$ cat src/rtl/mem_port_arbiter.sv
// Shares one memory port between fetch (IF) and load/store (LS), one transaction in flight.
// Optional IF starvation guard is built when ARB_STARVE_GUARD_EN is defined.
module mem_port_arbiter #(
   parameter int AW       = 32,
   parameter int DW       = 32,
   parameter int MAX_WAIT = 4
) (
   input  logic          clk,
   input  logic          rst,
   input  logic          if_req_i,
   input  logic [AW-1:0] if_addr_i,
   output logic          if_gnt_o,
   output logic          if_rvalid_o,
   output logic [DW-1:0] if_rdata_o,
   input  logic          ls_req_i,
   input  logic          ls_we_i,
   input  logic [AW-1:0] ls_addr_i,
   input  logic [DW-1:0] ls_wdata_i,
   input  logic [1:0]    ls_wsize_i,
   output logic          ls_gnt_o,
   output logic          ls_rvalid_o,
   output logic [DW-1:0] ls_rdata_o,
   output logic          mem_req_o,
   output logic          mem_we_o,
   output logic [AW-1:0] mem_addr_o,
   output logic [DW-1:0] mem_wdata_o,
   output logic [1:0]    mem_wsize_o,
   input  logic          mem_gnt_i,
   input  logic          mem_rvalid_i,
   input  logic [DW-1:0] mem_rdata_i
);

   typedef enum logic [1:0] {IDLE, WAIT_IF, WAIT_LS} state_t;

   state_t state;
   logic   idle;
   logic   ls_win;
   logic   if_win;
   logic   force_if;

   if (MAX_WAIT < 1 || MAX_WAIT > 7) begin : g_bad_max_wait
      $error("MAX_WAIT must fit the 3-bit starvation counter");
   end

`ifdef ARB_STARVE_GUARD_EN
   localparam logic [2:0] MAX_W = 3'(MAX_WAIT);
   logic [2:0] starve_cnt;

   assign force_if = (starve_cnt == MAX_W);

   // Counts LS wins while IF is waiting; saturates so it never wraps past the threshold.
   always_ff @(posedge clk or posedge rst) begin
      if (rst)
         starve_cnt <= '0;
      else if (!if_req_i || if_gnt_o)
         starve_cnt <= '0;
      else if (ls_gnt_o && starve_cnt != 3'd7)
         starve_cnt <= starve_cnt + 3'd1;
   end
`else
   assign force_if = 1'b0;
`endif

   // Outputs are forced low while reset is held, even though the arbitration is combinational.
   assign idle   = (state == IDLE) && !rst;
   assign ls_win = idle && ls_req_i && !(force_if && if_req_i);
   assign if_win = idle && if_req_i && !ls_win;

   assign ls_gnt_o = ls_win && mem_gnt_i;
   assign if_gnt_o = if_win && mem_gnt_i;

   always_comb begin
      mem_req_o   = 1'b0;
      mem_we_o    = 1'b0;
      mem_addr_o  = '0;
      mem_wdata_o = '0;
      mem_wsize_o = 2'd0;
      if (ls_win) begin
         mem_req_o   = 1'b1;
         mem_we_o    = ls_we_i;
         mem_addr_o  = ls_addr_i;
         mem_wdata_o = ls_wdata_i;
         mem_wsize_o = ls_wsize_i;
      end else if (if_win) begin
         mem_req_o   = 1'b1;
         mem_addr_o  = if_addr_i;
         mem_wsize_o = 2'd2;
      end
   end

   // Responses pass straight through to the owner; rvalid in IDLE is a stray and dropped.
   assign if_rvalid_o = !rst && (state == WAIT_IF) && mem_rvalid_i;
   assign ls_rvalid_o = !rst && (state == WAIT_LS) && mem_rvalid_i;
   assign if_rdata_o  = if_rvalid_o ? mem_rdata_i : '0;
   assign ls_rdata_o  = ls_rvalid_o ? mem_rdata_i : '0;

   always_ff @(posedge clk or posedge rst) begin
      if (rst)
         state <= IDLE;
      else begin
         case (state)
            IDLE: begin
               if (ls_gnt_o)
                  state <= WAIT_LS;
               else if (if_gnt_o)
                  state <= WAIT_IF;
            end
            WAIT_IF, WAIT_LS: begin
               if (mem_rvalid_i)
                  state <= IDLE;
            end
            default: state <= IDLE;
         endcase
      end
   end

endmodule

$ cat config.mk
export PLATFORM = sky130hd
export DESIGN_NAME = mem_port_arbiter
export DESIGN_NICKNAME = d
export VERILOG_FILES = /design/src/rtl/mem_port_arbiter.sv
export SDC_FILE = /design/constraint.sdc
export NUM_CORES = 1
export LEC_CHECK = 0
export ABC_AREA = 1
export CORE_AREA = 2 2 106 108
export DETAILED_ROUTE_END_ITERATION = 10
export DIE_AREA = 0 0 108 110
export DONT_BUFFER_PORTS = 1
export PLACE_DENSITY = 0.3
export SYNTH_ARGS = -nofsm -noshare
export SYNTH_HDL_FRONTEND = slang
export SYNTH_SLANG_ARGS = --single-unit
$ cat constraint.sdc
create_clock -name clk -period 1.5 [get_ports clk]
set_input_delay 0.3 -clock clk [delete_from_list [all_inputs] [get_ports clk]]
set_output_delay 0.3 -clock clk [all_outputs]
set_load 0.01 [all_outputs]
# --- Yosys cells after proc, flatten, opt, wreduce, memory -nomap -nowiden ---
# Cells that the tools add are included.
word_totals:
  reg_bits: 2
  latch_bits: 0
  ram_bits: 0
  mem_bits_ro: 0
  output_inout_bits: 136
  mem_count: 0
classes:
  addsub: 0
  mul: 0
  div_mod_pow: 0
  order_cmp: 0
  n_eq_ne: 4
  n_shift: 0
  n_mux: 14
  n_bitwise: 0
  reduce_logical: 15
ops:
  columns: ["op", "n"]
  rows:
  - ["2-to-1 mux 32 bit", 5]
  - ["logical AND 1 bit", 10]
  - ["2-to-1 mux 2 bit", 5]
  - ["one-hot mux 2 bit (2 select lines)", 1]
  - ["2-to-1 mux 1 bit", 3]
  - ["!= test 3 bit, second input constant", 1]
  - ["equality test 2 x 1 -> 1 bit, second input constant", 1]
  - ["equality test 2 bit, second input constant", 1]
  - ["zero test 1 bit", 2]
  - ["zero test 2 bit", 1]
  - ["!= test 2 bit, second input constant", 1]
  - ["AND reduction 2 bit", 1]
  - ["OR reduction 2 bit", 1]

# --- Depth between registers and ports, before layout ---
# Gate-level depths: netlist of run 1.
logic_depth:
  depth_word: 9
  ltp_mapped: 8
  ltp_nobuf: 8

# --- Least setup slack after synthesis of run 1 ---
# OpenSTA, ideal clock, no wires.
synth_path:
  kind: "flip-flop to output port"
  startpoint: "register state[0]"
  endpoint: "output port mem_wdata_o[22]"
  t_arrival_ns: 1.287
  path_slack_ns: -0.087
  stages_incl_launch_ff: 8
  cell_sequence: "dfrtp_1 inv_1 ha_1 inv_2 nor2_8 nand2_4 buf_6 nor2_1"
synth_via:
  elab_chain_len: 4
synth_lines:
  columns: ["item", "line_no", "text"]
  rows:
  - ["start: declaration", "35", "state_t state;"]
  - ["start signal: assignment", "99", "state <= IDLE;"]
  - ["start signal: assignment", "104", "state <= WAIT_LS;"]
  - ["start signal: assignment", "106", "state <= WAIT_IF;"]
  - ["zero test 2 bit", "65", "assign idle = (state == IDLE) && !rst;"]
  - ["logical AND 1 bit", "65", null]
  - ["logical AND 1 bit", "66", "assign ls_win = idle && ls_req_i && !(force_if && if_req_i);"]
  - ["2-to-1 mux 32 bit", "78", "if (ls_win) begin"]
  - ["end: declaration", "26", "output logic [DW-1:0] mem_wdata_o,"]
# No other way between the ends.

# --- Final worst setup path of run 1 ---
layout_path:
  startpoint: "register state[0]"
  endpoint: "output port if_rdata_o[17]"
layout_via:
  elab_chain_len: 4
layout_lines:
  columns: ["item", "line_no", "text"]
  rows:
  - ["equality test 2 x 1 -> 1 bit", "92", "assign if_rvalid_o = !rst && (state == WAIT_IF) && mem_rvalid_i;"]
  - ["logical AND 1 bit (2 in series)", "92", null]
  - ["2-to-1 mux 32 bit", "94", "assign if_rdata_o = if_rvalid_o ? mem_rdata_i : '0;"]
  - ["end: declaration", "14", "output logic [DW-1:0] if_rdata_o,"]
# No other way between the ends.

==> run metrics, run 1 <==
sw frac=53.64%; Yosys cell types=16; Critical Path Max Stage Delay=0.37 ns; Sw Pwr=1.023 mW; # setup viols final=~140; Max Buffers Root-to-Sink=2; CP top delay family=buffers and inverters; Post-route DRC=0; initial antenna violation count=0; Die H=110 um; Clock Power Share=11.0%; Pre-antenna DRT Iters=3; CP Launch Type=register; worst r2r src=state[0]; max cap viols=0; Max Fclk=573.7 MHz; vias in the first global route=1753; diode count=0; Synth top area share=26.87%; capture point of the worst path=if_rdata_o[17]; Total Neg Setup Slack=-28.63 ns; max reg flops=2; first-pass GRT wire length=8100 um; Placeable Area=0.01070 mm^2; Worst-path clk slew=0.03 ns; Comb pwr share=between 80% and 90%; leak pwr=1.537 nW; Hold Startpoint=mem_gnt_i; status=complete, but fails checks; pin count of the biggest net entering global routing=37; max_slew headroom=87.56%; Top reg by flops=state; area delta synth->final=82.26%; placed cell area=0.002193 mm^2; crit path DAT=1.44 ns; total grt overflow=0; Hold Path Class=in2reg; Final period util=116.2%; Routed WL per cell=13.08 um; share of post-route cells with drive strength above 1=45.05%; crit path kind=reg2out; Reg2Reg Capture Point=state[0]; cells along the critical path=buf_4 > ha_1 > nand3_4 > buf_12 > nor2_1 > buf_4; worst skew pair latency=0.21 ns; # nets final=526; Slew @ Worst Pin=0.1863 ns; Die X=approximately 110 um; area of the die=0.01188 mm^2; Starting Density=13.45%; most instantiated cells after synthesis=nor2_1 (103), inv_1 (76), nand2_1 (68); Layout Skew=0.002901 ns; Placer Congestion=roughly 0.73; post-detail-place hpwl=5202 um; Final Hold Viols=0; Critical Path Fanout Max=17; setup ws final=-0.2432 ns; Cells after Synth=316; Post-Syn Area=0.001439 mm^2; Yosys warning total=0; final slew viol count=0; Setup crit end kind=output pin; largest registers=state (2); ranking of synthesized cells by area=nor2_1 (27%), inv_1 (20%), nand2_1 (18%); gr usage total=8.588%; syn nets=456; failing checks=negative setup slack; Via density=4.088; Period minus WS final=1.743 ns; DRT antenna net count=0; Critical Path Start=state[0]; CTS tree=done; CTS Sinks=2; PnR Total Power=1.906 mW; Pwr Density=726.9 mW/mm^2; flip-flop and latch count after synthesis=2; register area share after synthesis=3.478%; CTS buffer count=3; CP most frequent cell=buf_4; power share of the sequential group=4.6%; worst vdd ir=between 0.2 and 0.3 mV; IO buf count=0; Buf/Inv on CP=3; Synth Area per Inst=4.553 um^2; cell-internal power=around 0.88 mW; unrepaired setup endpoints after global routing=true; CTS Root Cell=clkbuf_8; Post-synth EDFFs=0; instance count on the critical path=6; worst path required time=between 1 and 1.5 ns; most common cell in the netlist=nor2_1; Rows=38; Reg2Reg Setup Slack=0.18 ns; cell accounting for the most synthesized area=nor2_1; worst r2r path cells=8; I/O pin count=273; final wirelength=6853 um; Most used DFF post-synth=dfrtp_1; DR vias=2142; 1st-iter DRT viols=37; asr flop ratio synth=100.0%; Final Cell Area=0.002623 mm^2; CTS H-tree depth=1; CP max-delay cell=dfrtp_1
power groups by stage:
stage                     Sequential (mW)  Combinational (mW)  Clock [mW]
after global routing               0.0879                1.75       0.221
after floorplan                    0.0873               0.967           0
after global placement             0.0853                1.35           0
final                              0.0872                1.61       0.211
after detailed placement           0.0834                1.34           0
after CTS                          0.0865                1.52       0.217
per-stage QoR:
stage	hold WS [ns]	worst slack, ns	cells	util [%]
4_1_cts	0.2571	-0.2421	521	23.31
3_5_place_dp	0.07798	-0.07233	514	20.50
6_report	0.2585	-0.2432	524	24.51
2_1_floorplan	0.06043	0.0006686	316	-
3_3_place_gp	0.07880	-0.07001	514	20.50
5_1_grt	0.2775	-0.3194	524	24.51
routing by layer:
metal	GRT usage (%)	routed length, um
met2	19.00	3823
met1	7.787	2261
met4	2.198	48
met5	0	0
met3	1.529	719
kinds of logic after synthesis:
| family | count (synthesis) | synth area share, % |
|---|---|---|
| adder cells (fa/ha/maj) | 3 | 2.609 |
| flip-flops | 2 | 3.478 |
| AND/OR/NAND/NOR | 214 | 63.39 |
| buffers and inverters | 97 | 30.52 |
layout by cell type, fill, tap and decap left out, drive strengths merged:
cell	instances
buf	81
clkbuf	5
dfrtp	2
dlygate4sd3	1
ha	3
inv	78
nand2	69
nand3	39
nand4	1
nor2	105
worst min-delay path by stage:
stage	endpoint	slack, ns	depth (start not counted)
final	state[0]	0.26	2
after floorplan	state[0]	0.06	1
after global placement	state[1]	0.08	1
after detailed placement	state[1]	0.08	1
after CTS	state[0]	0.26	2
after global routing	state[0]	0.28	2
final cells by class:
class,instances,area [um^2]
well taps,140,175.2
inverters,78,292.8
fillers,1206,8075
clock buffers,3,41.29
repair buffers,84,785.8
flip-flops and latches,2,50.05
multi-input cells,217,1277
repair_timing:
item	4_1_cts	5_1_grt
cloned	2	3
resized for setup	60	16
hold endpoints to repair	2	0
buffers inserted	1	0
hold buffers	1	0
setup endpoints to repair	136	136
pin swaps	1	2
Note: power is estimated with default switching activity, not from simulation.
==> run 2: changes to the inputs <==
--- a/config.mk
+++ b/config.mk
@@ -6,11 +6,14 @@
 export NUM_CORES = 1
 export LEC_CHECK = 0
 export ABC_AREA = 1
-export CORE_AREA = 2 2 106 108
+export CELL_PAD_IN_SITES_DETAIL_PLACEMENT = 0
+export CELL_PAD_IN_SITES_GLOBAL_PLACEMENT = 1
+export CORE_AREA = 2 2 105 107
 export DETAILED_ROUTE_END_ITERATION = 10
-export DIE_AREA = 0 0 108 110
+export DIE_AREA = 0 0 107 109
 export DONT_BUFFER_PORTS = 1
-export PLACE_DENSITY = 0.3
+export GPL_ROUTABILITY_DRIVEN = 0
+export PLACE_DENSITY = 0.44
 export SYNTH_ARGS = -nofsm -noshare
 export SYNTH_HDL_FRONTEND = slang
 export SYNTH_SLANG_ARGS = --single-unit
==> constraint.sdc (replaced) <==
create_clock -name clk -period 1.65 [get_ports clk]
set_input_delay 0.33 -clock clk [delete_from_list [all_inputs] [get_ports clk]]
set_output_delay 0.33 -clock clk [all_outputs]
set_load 0.01 [all_outputs]
==> run metrics, run 2 (synthesized netlist as in run 1, its figures left out) <==
Rows=38 (unchanged); post-detail-place hpwl=5026 um (was 5202 um); initial antenna violation count=0 (unchanged); 1st-iter DRT viols=66 (was 37); sw frac=54.01% (was 53.64%); DR vias=2254 (was 2142); pin count of the biggest net entering global routing=42 (was 37); max reg flops=2 (unchanged); total grt overflow=0 (unchanged); # nets final=539 (was 526); area of the multi-input gates=0.001556 mm^2 (was 0.001277 mm^2); Max Buffers Root-to-Sink=2 (unchanged); worst path required time=1.32 ns (was 1.20 ns); unrepaired setup endpoints after global routing=true (unchanged); CTS buffer count=3 (unchanged); Worst-path clk slew=0.03 ns (about the same); I/O pin count=273 (unchanged); crit path DAT=1.52 ns (was 1.44 ns); max cap viols=0 (unchanged); failing checks=negative setup slack (unchanged); Final period util=111.8%; final wirelength=7996 um (was 6853 um); Clock Power Share=9.2% (was 11.0%); area delta synth->final=107.1% (was 82.26%); share of post-route cells with drive strength above 1=52.90% (was 45.05%); Comb pwr share=87.2% (was 84.4%); diode count=0 (unchanged); Starting Density=13.57% (was 13.45%); Placeable Area=0.01060 mm^2 (was 0.01070 mm^2); power share of the sequential group=3.7% (was 4.6%); worst skew pair latency=0.21 ns (about the same); CTS tree=done (unchanged); CTS Root Cell=clkbuf_8 (unchanged); final std cells w/o fill=537 (was 524); Max Fclk=541.9 MHz; commonest non-fill, non-tap cell in the layout=buf_4; register area=50.05 um^2 (unchanged); worst vdd ir=0.3044 mV (was 0.2507 mV); Sw Pwr=1.168 mW (was 1.023 mW); Period minus WS final=roughly 1.8 ns; Die X=107 um (was 108 um); IO buf count=0 (unchanged); crit path kind=reg2out (unchanged); DRT antenna net count=0 (unchanged); Cells after DPL=514 (unchanged); Slew @ Worst Pin=0.3051 ns (was 0.1863 ns); Final Hold Viols=0 (unchanged); Die H=109 um (was 110 um); largest registers=state (2) (unchanged); Routed WL per cell=14.89 um (was 13.08 um); final slew viol count=0 (unchanged); gr usage total=11.75% (was 8.588%); max_slew headroom=79.58% (was 87.56%); cell-internal power=0.9943 mW (was 0.8839 mW); Layout Skew=0.0002574 ns (was 0.002901 ns); Pre-antenna DRT Iters=4 (was 3); Top reg by flops=state (unchanged); Via density=4.197 (was 4.088); Pwr Density=725.5 mW/mm^2 (was 726.9 mW/mm^2); first-pass GRT wire length=10290 um (was 8100 um); area of the die=0.01166 mm^2 (was 0.01188 mm^2); setup ws final=-0.1954 ns (was -0.2432 ns); # setup viols final=136 (was 135); Total Neg Setup Slack=-17.67 ns (was -28.63 ns); leak pwr=1.612 nW (was 1.537 nW); leading cell types in the layout, fill and taps excluded=buf_4 (73), inv_1 (72), nor2_1 (63) (was inv_1 (72), buf_4 (72), nor2_1 (67)); vias in the first global route=1999 (was 1753); CP Launch Type=register (unchanged); fill cell count=1144 (was 1206); Setup crit end kind=output pin (unchanged); Hold Path Class=in2reg (unchanged); Post-route DRC=0 (unchanged); CTS H-tree depth=1 (unchanged); status=complete, but fails checks (unchanged); CTS Sinks=2 (unchanged); Critical Path Fanout Max=9 (was 17)
[run 2: final timing paths]
| check | depth (start not counted) | from | slack, ns | end |
|---|---|---|---|---|
| worst min register to register | 3 | state[0] | 0.63 | state[0] |
| worst min-delay path | 2 | mem_gnt_i | 0.28 | state[0] |
| max in group asynchronous | 2 | rst | 0.99 | state[0] |
| worst max register to register | 11 | state[0] | 0.05 | state[1] |
| min in group asynchronous | 2 | rst | 0.54 | state[1] |
| worst max-delay path | 7 | state[0] | -0.20 | mem_wdata_o[9] |
[run 2: area by class of cell]
class,instances,share of cell area [%]
Inverter,78,9.992
Timing Repair Buffer,92,28.84
Multi-Input combinational cell,222,52.22
Sequential cell,2,1.679
Tap cell,140,5.877
Clock buffer,3,1.385
[run 2: through the flow]
step	area, um^2	worst slack, ns	utilization, %	power (mW)	hold slack, ns
floorplan	1439	0.03270	-	0.8894	0.09043
global placement	2096	-0.03593	19.77	1.193	0.1095
detailed placement	2096	-0.07521	19.77	1.190	0.1071
CTS	2938	-0.1944	27.71	2.165	0.2758
global route	2980	-0.2433	28.11	2.304	0.2913
finish	2980	-0.1954	28.11	2.162	0.2774
[run 2: timing repair]
item	CTS	global route
endpoints found under the setup margin	136	138
endpoints found under the hold margin	2	0
resized for setup	153	19
cloned	10	1
setup buffers	9	2
hold buffers	1	0
pin swaps	32	15
[run 2: power by group through the flow]
stage	sequential, mW	clock, mW	combinational (mW)
floorplan	0.0793	0	0.810
global placement	0.0770	0	1.12
detailed placement	0.0764	0	1.11
CTS	0.0791	0.203	1.88
global route	0.0814	0.207	2.02
finish	0.0798	0.198	1.88
[run 2: routing by layer]
| metal | vias up | wire (um) | global-route usage (%) | share of wire (%) |
|---|---|---|---|---|
| met5 | - | 0 | 0 | 0 |
| met4 | 0 | 97 | 2.783 | 1.2 |
| met3 | 8 | 693 | 3.108 | 8.7 |
| met2 | 155 | 4809 | 26.84 | 60 |
| met1 | 1019 | 2396 | 9.449 | 30 |
| li1 | 1072 | - | - | - |
[run 2: worst max-delay path, cell delays in order (launching register included)]
cell	delay, ns
dfrtp_1	0.38
inv_2	0.09
ha_4	0.18
inv_4	0.05
nor2_8	0.16
buf_6	0.17
nand2_8	0.13
nor2_4	0.14
